[src/rtl/snail_bit_serializer_if.sv]
// snail_bit_serializer_if: parallel-word handshake in, serial bit stream out, for the snail pattern detector feeder.
interface snail_bit_serializer_if #(parameter int WIDTH = 8);
    logic [WIDTH-1:0] data_in;
    logic             valid_in;
    logic             ready_out;
    logic             a_out;
    logic             bit_valid;
    logic             last_bit;
    modport master (output data_in, valid_in, input ready_out, a_out, bit_valid, last_bit);
    modport slave  (input data_in, valid_in, output ready_out, a_out, bit_valid, last_bit);
endinterface

[src/rtl/snail_bit_serializer.sv]
// snail_bit_serializer: shifts accepted parallel words out one bit per clock on a_out,
// streaming back-to-back words with no gap so detector patterns may straddle word boundaries.
module snail_bit_serializer #(
    parameter int WIDTH     = 8,
    parameter bit MSB_FIRST = 1'b1,
    parameter bit IDLE_BIT  = 1'b0
) (
    input logic clk,
    input logic reset,
    snail_bit_serializer_if.slave bus
);
    localparam int CW = $clog2(WIDTH);
    localparam logic [CW-1:0] LAST = CW'(WIDTH - 1);
    typedef enum logic {IDLE, SHIFT} state_t;
    state_t           state_q;
    logic [CW-1:0]    cnt_q;
    logic [WIDTH-1:0] sr_q, sr_d;
    logic             a_q, bv_q, lb_q, a_d, at_last, accept;
    assign at_last       = (state_q == SHIFT) && (cnt_q == LAST);
    assign bus.ready_out = (state_q == IDLE) || at_last;
    assign accept        = bus.valid_in && bus.ready_out;
    // The output end of the next shift-register value is the bit for the next cycle,
    // whether that value is a fresh load or a shifted word.
    assign sr_d = accept ? bus.data_in : MSB_FIRST ? sr_q << 1 : sr_q >> 1;
    assign a_d  = MSB_FIRST ? sr_d[WIDTH-1] : sr_d[0];
    always_ff @(posedge clk or negedge reset) begin
        if (!reset) begin
            state_q <= IDLE;
            cnt_q   <= '0;
            sr_q    <= '0;
            a_q     <= IDLE_BIT;
            bv_q    <= 1'b0;
            lb_q    <= 1'b0;
        end else if (accept) begin
            state_q <= SHIFT;
            cnt_q   <= '0;
            sr_q    <= sr_d;
            a_q     <= a_d;
            bv_q    <= 1'b1;
            lb_q    <= 1'b0;
        end else if (at_last) begin
            state_q <= IDLE;
            cnt_q   <= '0;
            a_q     <= IDLE_BIT;
            bv_q    <= 1'b0;
            lb_q    <= 1'b0;
        end else if (state_q == SHIFT) begin
            cnt_q   <= cnt_q + CW'(1);
            sr_q    <= sr_d;
            a_q     <= a_d;
            lb_q    <= (cnt_q + CW'(1)) == LAST;
        end
    end
    assign bus.a_out     = a_q;
    assign bus.bit_valid = bv_q;
    assign bus.last_bit  = lb_q;
endmodule

[src/flat_wrapper.sv]
// flat-port wrapper written by rule: the top's interface ports become plain ports
module snail_bit_serializer_flat 
#(
    parameter int WIDTH     = 8,
    parameter bit MSB_FIRST = 1'b1,
    parameter bit IDLE_BIT  = 1'b0
)
  (clk, reset, bus_data_in, bus_valid_in, bus_ready_out, bus_a_out, bus_bit_valid, bus_last_bit);
  snail_bit_serializer_if #(.WIDTH(WIDTH)) bus_i ();
  input logic clk;
  input logic reset;
  input wire logic [$bits(bus_i.data_in)-1:0] bus_data_in;
  input wire logic [$bits(bus_i.valid_in)-1:0] bus_valid_in;
  output wire logic [$bits(bus_i.ready_out)-1:0] bus_ready_out;
  output wire logic [$bits(bus_i.a_out)-1:0] bus_a_out;
  output wire logic [$bits(bus_i.bit_valid)-1:0] bus_bit_valid;
  output wire logic [$bits(bus_i.last_bit)-1:0] bus_last_bit;
  assign bus_i.data_in = bus_data_in;
  assign bus_i.valid_in = bus_valid_in;
  assign bus_ready_out = bus_i.ready_out;
  assign bus_a_out = bus_i.a_out;
  assign bus_bit_valid = bus_i.bit_valid;
  assign bus_last_bit = bus_i.last_bit;
  snail_bit_serializer #(.WIDTH(WIDTH), .MSB_FIRST(MSB_FIRST), .IDLE_BIT(IDLE_BIT)) u_core (.clk(clk), .reset(reset), .bus(bus_i));
endmodule
[config.mk]
export PLATFORM = sky130hd
export DESIGN_NAME = snail_bit_serializer_flat
export DESIGN_NICKNAME = d
export VERILOG_FILES = /design/src/rtl/snail_bit_serializer_if.sv /design/src/rtl/snail_bit_serializer.sv /design/src/flat_wrapper.sv
export SDC_FILE = /design/constraint.sdc
export NUM_CORES = 1
export LEC_CHECK = 0
export ABC_CLOCK_PERIOD_IN_PS = 4300
export CORE_MARGIN = 10
export CORE_UTILIZATION = 51
export DETAILED_ROUTE_END_ITERATION = 12
export PLACE_DENSITY = 0.81
export RECOVER_POWER = 50
export REMOVE_ABC_BUFFERS = 1
export SLEW_MARGIN = 20
export SYNTH_ARGS = -nofsm -noshare
export SYNTH_HDL_FRONTEND = slang
export SYNTH_SLANG_ARGS = --single-unit
[constraint.sdc]
create_clock -name clk -period 4.3 [get_ports clk]
set_input_delay 0.86 -clock clk [delete_from_list [all_inputs] [get_ports clk]]
set_output_delay 0.86 -clock clk [all_outputs]
set_load 0.05 [all_outputs]
==> summary.txt <==
Clock tree
  – Count of instances resized after the clock tree is built: 0
  – Setup repair bufs after CTS: 0
  – Clock net sink count: 13
  – Worst-case clock buffer depth: 2
  – Cts bufs inserted: 3
  – Latest clock arrival within the worst-skew pair: 0.27 ns
  – Total number of H-tree levels: 1
  – Root buf cell: sky130_fd_sc_hd__clkbuf_4
  – Reg clk slew, reported paths: 0.07 ns
  – Hold-fix buffers, CTS: 0
  – CTS tree: yes

Timing
  – Share of the clock period used by the worst path after layout: 70.43%
  – Sum of negative setup slack: 0 ns
  – Final max-slew violation count: 0
  – Fin crit period: 3.029 ns
  – Slew at the pin with the worst max-slew slack: 0.5841 ns
  – Maximum clock rate: 0.3302 GHz
  – Final-report hold violation count: 0
  – Max_slew headroom: 60.93%
  – Hold Worst Slack: 0.5035 ns
  – Number of endpoints failing setup at the final stage: 0
  – RSZ-0062 raised after global routing: no
  – Layout Skew: 0.005751 ns
  – Fin worst setup slack: 1.271 ns

Logic synthesis
  – Area share of the largest cell type after synthesis: 48.60%
  – Largest cells by area after synthesis: sky130_fd_sc_hd__dfrtp_1 49%, sky130_fd_sc_hd__mux2_4 25%, sky130_fd_sc_hd__ha_1 5.6%, sky130_fd_sc_hd__buf_6 1.7%, sky130_fd_sc_hd__mux2_1 1.7%
  – Commonest cells post-synth: 13 x sky130_fd_sc_hd__dfrtp_1, 11 x sky130_fd_sc_hd__mux2_4, 3 x sky130_fd_sc_hd__ha_1, 2 x sky130_fd_sc_hd__nor2_1
  – Yosys top cell by area: sky130_fd_sc_hd__dfrtp_1
  – Instance count of the mapped netlist: 45
  – Most common cell in the netlist: sky130_fd_sc_hd__dfrtp_1
  – Post-synth ARST share: 100.0%
  – Post-synthesis instance area: 669.4 um2
  – Synth Flop Type: sky130_fd_sc_hd__dfrtp_1
  – Number of flops mapped to enable cells by yosys: 0
  – Distinct cell type count of the synthesized netlist: 20
  – Number of synthesized register bits: 13
  – Portion of the post-synthesis area used by sequential elements: 48.60%
  – Synthesized area per cell: 14.88 um2
  – Syn. warnings: 0

Route
  – Detailed-router iteration count before antenna repair: 4
  – Routed len/inst: 16.53 um
  – Antenna Violating Nets Remaining: 0
  – Wirelength, routed: 1.256 mm
  – Number of design rule violations left after detail routing: 0
  – Vias: 404
  – Starting DRC count in detailed routing: 4
  – Vias per cell: 5.316

Pwr
  – Reported leakage power: 0.3974 nW
  – Portion of total power attributed to sequential cells: 37.0%
  – Power per cell area: 652.3 mW/mm2
  – Worst vdd rail ir drop: 0.4059 mV
  – Net load switching power: 0.2011 mW
  – Int Power: 0.3481 mW
  – Net switching share of the total power: 36.62%
  – Logic gate share of total power: 49.5%
  – Clock network power share: 13.4%

Setup path
  – Reg-to-reg setup timing slack: 2.70 ns
  – Data arrival time of the critical path: 2.17 ns
  – Startpoint kind of the worst setup timing path: flop
  – Critical register-to-register path endpoint: u_core.sr_q[6]
  – Crit Reg-Reg Startpoint: u_core.cnt_q[0]
  – Startpoint of the worst setup timing path: u_core.cnt_q[0]
  – Maximum fanout along the worst path: 9
  – Data required time at the worst endpoint: 3.44 ns
  – Critical Setup Path Class: reg -> out
  – Category of the worst setup path capture point: output pin
  – Capture point of the worst path: bus_ready_out
  – R2r worst-path depth: 5

Place
  – Placed cell areas: 815.8 um2
  – DP HPWL: 950 um
  – Post-placement cell count: 72
  – Number of input and output port buffers inserted: 14
  – Global placement routability congestion: 0.7146
  – Pre-CTS setup slack: 1.558 ns

Final layout
  – Net count reported at finish: 77
  – Post-layout instance area: 842.1 um2
  – Multi-input gate area in the final layout: 322.8 um2
  – Syn-to-layout area delta: 25.79%
  – Antenna cells: 0
  – Non-filler instance count after layout: 76
  – Layout cells sized above 1: 29.03%
  – Layout fillers: 85
  – Reg area: 325.3 um2

Hold path
  – Worst min path class: reg -> reg

Global routing
  – Vias in the first global route: 476
  – Number of antenna violations at the first check in global routing: 0
  – Remaining global-route overflow: 0
  – Overall routing resource usage: 8.632%
  – Global-route wire length before repair: 2.214 mm
  – Pin count of the biggest net entering global routing: 14

Die
  – Die Span X: 56.23 um
  – Die area: 0.003162 mm2
  – Number of cell rows: 12
  – Height of the die: 56.23 um
  – Number of I/O pins: 15
  – Effective utilization at floorplan: 57.16%
  – Core footprint: 0.001171 mm2

Status
  – Result of the run: completed

Job
  – Maxcap violations: 0
-- cells by family after synthesis --
group	after synthesis	synth area share [%]
muxes	14	29.53
DFF	13	48.60
and+or+nand+nor	8	7.852
AOI/OAI and AO/OA	4	5.235
buffers and inverters	3	3.178
adders and majority gates	3	5.608
-- power groups by stage --
stage	logic, mW	clock network (mW)	registers, mW
finish	0.272	0.0736	0.203
global placement	0.265	0	0.203
global route	0.296	0.0846	0.210
detailed placement	0.274	0	0.205
floorplan	0.171	0	0.231
CTS	0.275	0.0754	0.204
-- critical path: stages, from the launching register on --
cell and delay (ns):
sky130_fd_sc_hd__dfrtp_1 0.38, sky130_fd_sc_hd__ha_1 0.17, sky130_fd_sc_hd__ha_1 0.17, sky130_fd_sc_hd__and2b_4 0.22
sky130_fd_sc_hd__inv_4 0.13, sky130_fd_sc_hd__clkdlybuf4s50_1 0.83
-- state kept, by name (all words and copies together) (netlist names) --
register / cells
u_core.bus.last_bit: 1
u_core.sr_q: 7
u_core.state_q: 1
u_core.cnt_q: 3
u_core.bus.a_out: 1
-- cell usage in the layout (no fill, tap or decap) --
cell and n:
sky130_fd_sc_hd__and2b_4 1, sky130_fd_sc_hd__inv_1 1, sky130_fd_sc_hd__dfrtp_1 13, sky130_fd_sc_hd__or3b_1 1, sky130_fd_sc_hd__nand3b_1 1, sky130_fd_sc_hd__mux2_2 1, sky130_fd_sc_hd__inv_4 1, sky130_fd_sc_hd__clkdlybuf4s50_1 12
sky130_fd_sc_hd__nor2_1 2, sky130_fd_sc_hd__nand2b_2 1, sky130_fd_sc_hd__mux2_4 11, sky130_fd_sc_hd__clkbuf_4 3, sky130_fd_sc_hd__nand2_1 1, sky130_fd_sc_hd__mux2i_1 1, sky130_fd_sc_hd__o2bb2ai_1 1, sky130_fd_sc_hd__a22o_1 1
sky130_fd_sc_hd__o211ai_1 1, sky130_fd_sc_hd__dlygate4sd3_1 2, sky130_fd_sc_hd__a32o_1 1, sky130_fd_sc_hd__clkbuf_1 1, sky130_fd_sc_hd__ha_1 3, sky130_fd_sc_hd__mux2_1 1, sky130_fd_sc_hd__nor2b_1 1
-- how the worst min path moves through the flow --
stage	start	endpoint	slack [ns]	depth (start not counted)
2_1_floorplan	u_core.sr_q[1]	u_core.sr_q[2]	0.47	1
3_5_place_dp	u_core.bus.last_bit	u_core.bus.last_bit	0.49	1
6_report	u_core.bus.last_bit	u_core.bus.last_bit	0.50	1
5_1_grt	u_core.sr_q[1]	u_core.sr_q[2]	0.52	1
4_1_cts	u_core.bus.last_bit	u_core.bus.last_bit	0.51	1
3_3_place_gp	u_core.bus.last_bit	u_core.bus.last_bit	0.48	1
-- layout make-up --
type / count / share of cell area (%)
multi-input cells: 29 / 38.34
repair buffers: 14 / 16.64
clock buffers: 4 / 3.120
inverters: 2 / 1.189
flip-flops and latches: 13 / 38.63
well taps: 14 / 2.080
-- through the flow --
stage | utilization [%] | power, mW
floorplan | - | 0.4017
global placement | 69.66 | 0.4677
detailed placement | 69.66 | 0.4787
CTS | 71.90 | 0.5546
global route | 71.90 | 0.5901
finish | 71.90 | 0.5493
-- routing by layer --
layer,global-route usage (%),share of wire [%],up-vias
met4,2.048,0.64,0
met3,4.784,7.9,2
met1,10.80,49,194
met2,12.44,42,13
met5,0,0,-
li1,-,-,195
(Power assumes the default switching activity.)
